===== src/rtl/best_sad_tracker_if.sv =====
`default_nettype none
// ============================================================================
//  Module      : best_sad_tracker_if
//  Description : Bundles the per-cycle SAD input and the search-result outputs
//                of best_sad_tracker.
//                master : producer of the per-cycle winners, and consumer of the results
//                slave  : the tracker itself
//  Ports       : start, sad_valid, best_sad_cicle, address_best_sad_cicle (to tracker)
//                busy, done, best_sad, best_index, addr_err            (from tracker)
//  Revision    : 1.0 - initial release
// ============================================================================
interface best_sad_tracker_if #(
    parameter int SAD_WIDTH = 16,
    parameter int IDX_WIDTH = 6
);
    logic                 start;
    logic                 sad_valid;
    logic [SAD_WIDTH-1:0] best_sad_cicle;
    logic [2:0]           address_best_sad_cicle;
    logic                 busy;
    logic                 done;
    logic [SAD_WIDTH-1:0] best_sad;
    logic [IDX_WIDTH-1:0] best_index;
    logic                 addr_err;

    modport master (
        output start, sad_valid, best_sad_cicle, address_best_sad_cicle,
        input  busy, done, best_sad, best_index, addr_err
    );

    modport slave (
        input  start, sad_valid, best_sad_cicle, address_best_sad_cicle,
        output busy, done, best_sad, best_index, addr_err
    );
endinterface
`default_nettype wire


===== src/rtl/best_sad_tracker.sv =====
`default_nettype none
// ============================================================================
//  Module      : best_sad_tracker
//  Description : Keeps the running minimum of the per-cycle winning SADs over
//                NUM_CICLES valid cycles of one block search. It reports the global
//                best SAD and its candidate index (cicle*CAND_PER_CICLE + address).
//  Ports       : clk    - clock, rising edge
//                rst_n  - asynchronous active-low reset
//                bus    - best_sad_tracker_if.slave (start/sad_valid/SAD/address in;
//                         busy/done/best_sad/best_index/addr_err out, all registered)
//  Revision    : 1.0 - initial release
// ============================================================================
module best_sad_tracker #(
    parameter int SAD_WIDTH      = 16,
    parameter int CAND_PER_CICLE = 6,
    parameter int NUM_CICLES     = 8,
    parameter int IDX_WIDTH      = 6
) (
    input  wire logic          clk,
    input  wire logic          rst_n,
    best_sad_tracker_if.slave  bus
);

    localparam int c_CNT_WIDTH = $clog2(NUM_CICLES + 1);

    typedef enum logic [1:0] {
        S_IDLE  = 2'd0,
        S_ACCUM = 2'd1,
        S_DONE  = 2'd2
    } state_t;

    state_t                 state_q, state_d;
    logic [c_CNT_WIDTH-1:0] cnt_q, cnt_d;
    logic [SAD_WIDTH-1:0]   best_sad_q, best_sad_d;
    logic [IDX_WIDTH-1:0]   best_idx_q, best_idx_d;
    logic                   addr_err_q, addr_err_d;

    logic                   addr_legal;
    logic                   first_valid;
    logic                   last_valid;
    logic [IDX_WIDTH-1:0]   cand_idx;

    assign addr_legal  = 32'(bus.address_best_sad_cicle) < 32'(CAND_PER_CICLE);
    assign first_valid = (cnt_q == '0);
    assign last_valid  = (cnt_q == c_CNT_WIDTH'(NUM_CICLES - 1));
    // Index fits IDX_WIDTH by parameter choice, so truncation of the 32-bit
    // product only drops bits that are always zero.
    assign cand_idx    = IDX_WIDTH'(32'(cnt_q) * 32'(CAND_PER_CICLE)
                                    + 32'(bus.address_best_sad_cicle));

    always_ff @(posedge clk or negedge rst_n) begin
        if (!rst_n) begin
            state_q    <= S_IDLE;
            cnt_q      <= '0;
            best_sad_q <= '1;
            best_idx_q <= '0;
            addr_err_q <= 1'b0;
        end else begin
            state_q    <= state_d;
            cnt_q      <= cnt_d;
            best_sad_q <= best_sad_d;
            best_idx_q <= best_idx_d;
            addr_err_q <= addr_err_d;
        end
    end

    always_comb begin
        state_d    = state_q;
        cnt_d      = cnt_q;
        best_sad_d = best_sad_q;
        best_idx_d = best_idx_q;
        addr_err_d = addr_err_q;

        // start wins over everything, including a sad_valid in the same cycle.
        if (bus.start) begin
            state_d    = S_ACCUM;
            cnt_d      = '0;
            best_sad_d = '1;
            best_idx_d = '0;
            addr_err_d = 1'b0;
        end else begin
            case (state_q)
                S_ACCUM: begin
                    if (bus.sad_valid) begin
                        cnt_d = cnt_q + 1'b1;
                        if (addr_legal) begin
                            // First cycle always loads so an all-ones SAD still
                            // yields an index from cycle 0; afterwards strict
                            // less-than keeps the earliest of equal SADs.
                            if (first_valid || (bus.best_sad_cicle < best_sad_q)) begin
                                best_sad_d = bus.best_sad_cicle;
                                best_idx_d = cand_idx;
                            end
                        end else begin
                            addr_err_d = 1'b1;
                        end
                        if (last_valid) begin
                            state_d = S_DONE;
                        end
                    end
                end
                S_DONE:  state_d = S_IDLE;
                default: state_d = S_IDLE;
            endcase
        end
    end

    assign bus.busy       = (state_q == S_ACCUM);
    assign bus.done       = (state_q == S_DONE);
    assign bus.best_sad   = best_sad_q;
    assign bus.best_index = best_idx_q;
    assign bus.addr_err   = addr_err_q;

endmodule
`default_nettype wire

===== src/flat_wrapper.sv =====
// flat-port wrapper written by rule: the top's interface ports become plain ports
module best_sad_tracker_flat 
#(
    parameter int SAD_WIDTH      = 16,
    parameter int CAND_PER_CICLE = 6,
    parameter int NUM_CICLES     = 8,
    parameter int IDX_WIDTH      = 6
)
  (clk, rst_n, bus_start, bus_sad_valid, bus_best_sad_cicle, bus_address_best_sad_cicle, bus_busy, bus_done, bus_best_sad, bus_best_index, bus_addr_err);
  best_sad_tracker_if #(.SAD_WIDTH(SAD_WIDTH), .IDX_WIDTH(IDX_WIDTH)) bus_i ();
  input  wire logic clk;
  input  wire logic rst_n;
  input wire logic [$bits(bus_i.start)-1:0] bus_start;
  input wire logic [$bits(bus_i.sad_valid)-1:0] bus_sad_valid;
  input wire logic [$bits(bus_i.best_sad_cicle)-1:0] bus_best_sad_cicle;
  input wire logic [$bits(bus_i.address_best_sad_cicle)-1:0] bus_address_best_sad_cicle;
  output wire logic [$bits(bus_i.busy)-1:0] bus_busy;
  output wire logic [$bits(bus_i.done)-1:0] bus_done;
  output wire logic [$bits(bus_i.best_sad)-1:0] bus_best_sad;
  output wire logic [$bits(bus_i.best_index)-1:0] bus_best_index;
  output wire logic [$bits(bus_i.addr_err)-1:0] bus_addr_err;
  assign bus_i.start = bus_start;
  assign bus_i.sad_valid = bus_sad_valid;
  assign bus_i.best_sad_cicle = bus_best_sad_cicle;
  assign bus_i.address_best_sad_cicle = bus_address_best_sad_cicle;
  assign bus_busy = bus_i.busy;
  assign bus_done = bus_i.done;
  assign bus_best_sad = bus_i.best_sad;
  assign bus_best_index = bus_i.best_index;
  assign bus_addr_err = bus_i.addr_err;
  best_sad_tracker #(.SAD_WIDTH(SAD_WIDTH), .CAND_PER_CICLE(CAND_PER_CICLE), .NUM_CICLES(NUM_CICLES), .IDX_WIDTH(IDX_WIDTH)) u_core (.clk(clk), .rst_n(rst_n), .bus(bus_i));
endmodule

===== config.mk =====
export PLATFORM = sky130hd
export DESIGN_NAME = best_sad_tracker_flat
export DESIGN_NICKNAME = d
export VERILOG_FILES = /design/src/rtl/best_sad_tracker_if.sv /design/src/rtl/best_sad_tracker.sv /design/src/flat_wrapper.sv
export SDC_FILE = /design/constraint.sdc
export NUM_CORES = 1
export LEC_CHECK = 0
export ABC_AREA = 0
export CAP_MARGIN = 25
export CORE_MARGIN = 3
export CORE_UTILIZATION = 35
export CTS_BUF_LIST = sky130_fd_sc_hd__clkbuf_8
export CTS_CLUSTER_DIAMETER = 150
export DETAILED_ROUTE_END_ITERATION = 10
export PLACE_DENSITY = 0.58
export SLEW_MARGIN = 20
export SYNTH_ARGS = -nofsm -noshare
export SYNTH_HDL_FRONTEND = slang
export SYNTH_SLANG_ARGS = --single-unit

===== constraint.sdc =====
create_clock -name clk -period 6 [get_ports clk]
set_input_delay 1.2 -clock clk [delete_from_list [all_inputs] [get_ports clk]]
set_output_delay 1.2 -clock clk [all_outputs]
set_load 0.01 [all_outputs]

==> run summary, run 1 <==
Die Height = 81.94 microns
Synth Area in Adders = 0.1624
number of synthesized flops with an enable pin = 0
crit end category = register
Stages on worst setup path = 7
Inserted Diodes = 0
Max FO, Critical Path = 22
clock transition at the registers of the reported paths = 70 ps
Synth Area in XOR/XNOR = 0.03286
Layout Skew = 7.106 ps
synthesized instance count = 207
WL/cell = 12.36 microns
post-synthesis simple-gate area fraction = 0.1705
Peak Freq = 254.5 MHz
Worst VDD drop = 0.08494 mV
R2R Setup Slk = 2850 ps
drt pass-1 iters = 4
syn nets = 255
footprint of the multi-input gates = 1136 sq um
status = completed
sequential area share after synthesis = 0.3695
delay-heaviest family, CP = simple AND/OR/NAND/NOR gates
global-route wire length before repair = 7196 microns
Arr. time, crit path = 4090 ps
CP max stage cell = a31oi_4
tightest hold margin = 503.5 ps
setup TNS = 0 ps
share of layout cells above drive strength 1 = 0.1167
Async S/R FF share, synth = 1.000
met1 Usage GRT = 0.1853
vias in the first global route = 1545
Total Routing Usage GR = 0.1390
Layout Nets = 304
r2r startpoint = u_core.bus.best_sad[13]$_DFFE_PN1P_
CTS tree = built
syn_area_per_cell = 9.750 sq um
die width = 81.94 microns
Tmin final = 3930 ps
worst path cell trace = clkdlybuf4s50_1 > ha_1 > nand4_1 > or3_1 > or4_4 > a31oi_4 > mux2_1
drt drc = 0
worst setup path start = bus_best_sad_cicle[13]
worst stage delay on the critical path = 810 ps
initial antenna violation count = 0
yosys warns = 0
DP Wirelength = 3004 microns
Num CTS Buffers = 5
max cap viols = 0
worst r2r path cells = 7
Initial DRC Count = 37
pin count of the biggest net entering global routing = 52
Post-Syn Area = 2018 sq um
die area = 6713 sq um
sum of buffers and inverters on the critical path = 1
post-CTS setup buffer count = 0
IO Count = 48
total vias in the final route = 1550
met3 Use GR = 0.04057
clock sinks = 29
std cell rows = 27
Longest Clk Path Bufs = 2
FILL cells = 546
Clock Latency Late Sink = 280 ps
Period Utilization, post-route = 0.6550
Pwr per Cell Area = 209.5 nW/um^2
Setup Crit Path Kind = in -> reg
Yosys reg bits = 29
DR vias/cell = 4.711
Initial Utilization = 0.3643
Core ar. = 5540 sq um
port buffer count = 47
hold crit path type = reg -> reg
Final Hold Fails = 0
Syn-to-layout area delta = 30.50%
met2 Use GR = 0.2181
Worst slew margin = 0.3424
Synth Flop Type = dfstp_2
Compound-Gate Fraction of Synth Area = 0.08184
H-Tree Depth = 2
Setup Viol. Count Final = 0
RSZ-0062 raised after global routing = false
multiplexer share of the synthesized area = 0.1153
leakage = 1.277 nW
RePlAce Congestion = 0.7807
CTS root buffer = clkbuf_8
actual slew at the worst max-slew pin = 986.4 ps
HP Start = u_core.bus.addr_err$_DFFE_PN0P_
post-cts resize count = 0
Post-CTS Hold Buffers = 0
fin. max-slew vios = 0
Worst Path Required = 6160 ps
startpoint types = input pin
GRT overflow = 0
register area = 745.7 sq um
post-route antenna net violation count = 0
largest family of logic cells by synthesized area = simple AND/OR/NAND/NOR gates
grt peak-use layer = met2
hold depth = 2
routed wire length = 4065 microns
synth unique cells = 34
metal layers:
| metal | routed length, microns | share of wire |
|---|---|---|
| met3 | 206 | 0.051 |
| met1 | 1888 | 0.46 |
| met4 | 54 | 0.013 |
| met5 | 0 | 0 |
| met2 | 1916 | 0.47 |
layout make-up:
cell class              instances  area share
flip-flops and latches         29      0.2831
inverters                      23     0.03278
well taps                      72     0.03420
clock inverters                 2    0.002850
multi-input cells             148      0.4314
clock buffers                   6     0.03135
repair buffers                 49      0.1843
worst reg2reg max path: cells and delay by family (launching register included):
family                     cells  cell delay (ps)
AOI/OAI and AO/OA              1              810
adders and majority gates      1              290
buffers and inverters          1               50
DFF                            1              550
muxes                          1              390
and+or+nand+nor                3              960
cell usage after synthesis (3+ instances only):
master	number	share of area
nor2b_1	6	0.019
nand2b_1	5	0.015
nor2_1	44	0.082
xnor2_1	5	0.022
a21oi_1	8	0.020
dfstp_2	16	0.21
mux2i_1	18	0.089
o21ai_0	3	0.0074
dfrtp_1	13	0.16
nand4_1	3	0.0093
ha_1	23	0.14
nand2_1	8	0.015
inv_1	23	0.043
clkbuf_1	5	0.0093
layout by cell type, fill, tap and decap left out, drive strengths merged, types with 2 or more instances in the layout:
cell type	instances
nor2b	6
inv	25
clkdlybuf4s50	47
fa	2
mux2i	18
ha	23
a21oi	8
a31oi	2
nor3	2
dfrtp	13
xnor2	5
nand3	2
clkbuf	6
or3	2
nand4	3
a211oi	2
nand2	8
nand2b	5
nor2	44
a2111oi	2
buf	2
mux2	4
dfstp	16
a21o	2
o21ai	3
registers in the layout (all words and copies together) (netlist names):
register and cells:
u_core.state_q 2, u_core.bus.best_sad 16, u_core.bus.best_index 6, u_core.cnt_q 4, u_core.bus.addr_err 1
per-stage QoR:
step                cells  utilization  total power [mW]  worst slack [ps]  area (sq um)
finish                329       0.4754            0.5519              2070          2634
global route          329       0.4754            0.5924              1885          2634
CTS                   329       0.4754            0.5624              2040          2634
detailed placement    321       0.4591            0.3951              1748          2544
global placement      321       0.4591            0.3948              1772          2544
floorplan             207            -            0.3300              2783          2018
path summary, 6_finish.rpt:
| check | to |
|---|---|
| setup / recovery | u_core.bus.best_index[5]$_DFFE_PN0P_ |
| hold / removal | u_core.bus.addr_err$_DFFE_PN0P_ |
| setup reg to reg | u_core.bus.best_index[5]$_DFFE_PN0P_ |
| hold reg to reg | u_core.bus.addr_err$_DFFE_PN0P_ |
| max in group asynchronous | u_core.bus.best_sad[3]$_DFFE_PN1P_ |
| min in group asynchronous | u_core.bus.best_index[3]$_DFFE_PN0P_ |
power breakdown:
group          switching (mW)  internal [mW]  total [mW]
sequential             0.0128          0.220       0.233
combinational          0.0736         0.0830       0.157
clock                  0.0726         0.0900       0.163
total                   0.159          0.393       0.552
logic make-up (layout without fill, tap and decap cells):
logic type / after synthesis / count (layout)
AO/OA/AOI/OAI: 21 / 21
XOR/XNOR: 6 / 6
adder cells (fa/ha/maj): 25 / 25
buffers and inverters: 30 / 80
flip-flops: 29 / 29
multiplexers: 22 / 22
AND/OR/NAND/NOR: 74 / 74
Power figures use the tool's default switching activity.
==> run 2, diff against run 1 <==
Settings changed: PLACE_DENSITY 0.58 to 0.6.
Clock period 6 ns to 3.4 ns, I/O delays scaled along.
==> run summary, run 2 (synthesis gave the netlist of run 1 again) <==
Period Utilization, post-route = 0.8868
Design Area, Final = 2639 sq um
Setup Viol. Count Final = 0
post-route antenna net violation count = 0
Tmin final = 3015 ps
setup TNS = 0 ps
Post-Place Worst Slack = 80.19 ps
port buffer count = 47
vias in the first global route = 1530
Num CTS Buffers = 5
Layout Skew = 5.233 ps
Final Hold Fails = 0
FILL cells = 549
worst r2r path cells = 8
most common cell after layout, fill and taps aside = clkdlybuf4s50_1
Worst slew margin = 0.4950
IO Count = 48
Worst Path Required = 3590 ps
die width = 81.94 microns
worst stage delay on the critical path = 460 ps
status = completed
Longest Clk Path Bufs = 2
die area = 6713 sq um
Worst VDD drop = 0.1769 mV
clock transition at the registers of the reported paths = 60 ps
actual slew at the worst max-slew pin = 755.2 ps
share of layout cells above drive strength 1 = 0.1197
GRT overflow = 0
std cell rows = 27
WL/cell = 12.98 microns
Inserted Diodes = 0
routed wire length = 4296 microns
DR vias/cell = 4.734
drt pass-1 iters = 4
crit end category = register
post-CTS setup buffer count = 0
placed cell areas = 2559 sq um
Worst R2R End = u_core.bus.best_sad[11]$_DFFE_PN1P_
initial antenna violation count = 0
H-Tree Depth = 2
startpoint types = input pin
CTS tree = built
global-route wire length before repair = 7293 microns
pin count of the biggest net entering global routing = 31
r2r startpoint = u_core.bus.best_sad[13]$_DFFE_PN1P_
Setup Crit Path Kind = in -> reg
leakage = 1.285 nW
post-route core utilization = 0.4763
CP max stage cell = clkdlybuf4s50_1
Layout Nets = 306
hold depth = 2
HP Start = u_core.bus.addr_err$_DFFE_PN0P_
max reg flops = 16
RSZ-0062 raised after global routing = false
most frequent cells in the layout = clkdlybuf4s50_1, nor2_1, inv_1
Initial DRC Count = 53
DP Wirelength = 3306 microns
clock sinks = 29
total vias in the final route = 1567
Clock Latency Late Sink = 270 ps
max cap viols = 0
drt drc = 0
placed cell count = 323
tightest hold margin = 496.3 ps
Core ar. = 5540 sq um
hold crit path type = reg -> reg
RePlAce Congestion = 0.7147
Die Height = 81.94 microns
Total Routing Usage GR = 0.1412
Endpoint, Worst Hold = u_core.bus.addr_err$_DFFE_PN0P_
Pwr per Cell Area = 363.4 nW/um^2
Setup WS post-layout = 385.0 ps
Arr. time, crit path = 3210 ps
Max FO, Critical Path = 10
Final Power = 0.9588 mW
CTS root buffer = clkbuf_8
fin cells = 331
Syn-to-layout area delta = 30.75%
Post-CTS Hold Buffers = 0
worst path cell trace = clkdlybuf4s50_1 > ha_1 > nand4_1 > or3_1 > or4_4 > a31oi_4 > buf_4 > mux2i_1
Peak Freq = 331.7 MHz
R2R Setup Slk = 680 ps
post-cts resize count = 0
fin. max-slew vios = 0
Initial Utilization = 0.3643
## run 2: changes by cell type in the layout (fill, tap and decap cells not counted)
| cell | change |
|---|---|
| buf_4 | +2 |
| clkbuf_8 | -1 |
| inv_1 | +1 |
## run 2: how the worst max path moves through the flow
stage	start	endpoint	slack [ps]	cells after the start
6_report	bus_best_sad_cicle[13]	u_core.bus.best_sad[11]$_DFFE_PN1P_	390	8
3_5_place_dp	bus_best_sad_cicle[13]	u_core.bus.best_sad[11]$_DFFE_PN1P_	80	8
2_1_floorplan	bus_best_sad_cicle[13]	u_core.bus.best_index[2]$_DFFE_PN0P_	700	7
5_1_grt	bus_best_sad_cicle[13]	u_core.bus.best_sad[11]$_DFFE_PN1P_	240	8
4_1_cts	bus_best_sad_cicle[13]	u_core.bus.best_sad[11]$_DFFE_PN1P_	370	8
3_3_place_gp	bus_best_sad_cicle[14]	u_core.bus.best_sad[9]$_DFFE_PN1P_	160	8
## run 2: worst max-delay path, delay by kind of cell
kind	cells	cell delay (ps)
fa+ha+maj	1	320
simple gates	3	960
compound gates	1	280
mux	1	230
buf+inv	2	740
## run 2: per-layer routing
layer  GRT usage  routed length, microns  part of all wire
met1      0.1904                    2024              0.47
met2      0.2294                    2048              0.48
met3     0.03728                     195             0.045
met4     0.02492                      27            0.0063
met5           0                       0                 0
## run 2: power by group
group / internal, mW / leakage, nW / switching (mW)
sequential: 0.388 / 0.341 / 0.0231
combinational: 0.149 / 0.892 / 0.134
clock: 0.136 / 0.0519 / 0.128
total: 0.673 / 1.28 / 0.285
## run 2: cell type report
cell class	instances	area, sq um	share of cell area
clock inverter	3	11.26	0.004267
timing repair buffer	51	500.5	0.1897
multi-input combinational	148	1136	0.4305
clock buffer	5	68.82	0.02608
inverter	23	86.33	0.03272
tap	72	90.09	0.03414
sequential	29	745.7	0.2826
==> run 3, diff against run 2 <==
==> constraint.sdc (replaced) <==
create_clock -name clk -period 3.4 [get_ports clk]
set_input_delay 0.68 -clock clk [delete_from_list [all_inputs] [get_ports clk]]
set_output_delay 0.68 -clock clk [all_outputs]
set_load 0.05 [all_outputs]
==> results of run 3 <==
Same layout as run 2 (identical final DEF). Status: completed.
Among the figures that moved: total power 0.9588 mW -> 1.039 mW; worst IR drop on VDD 0.1769 mV -> 0.1928 mV
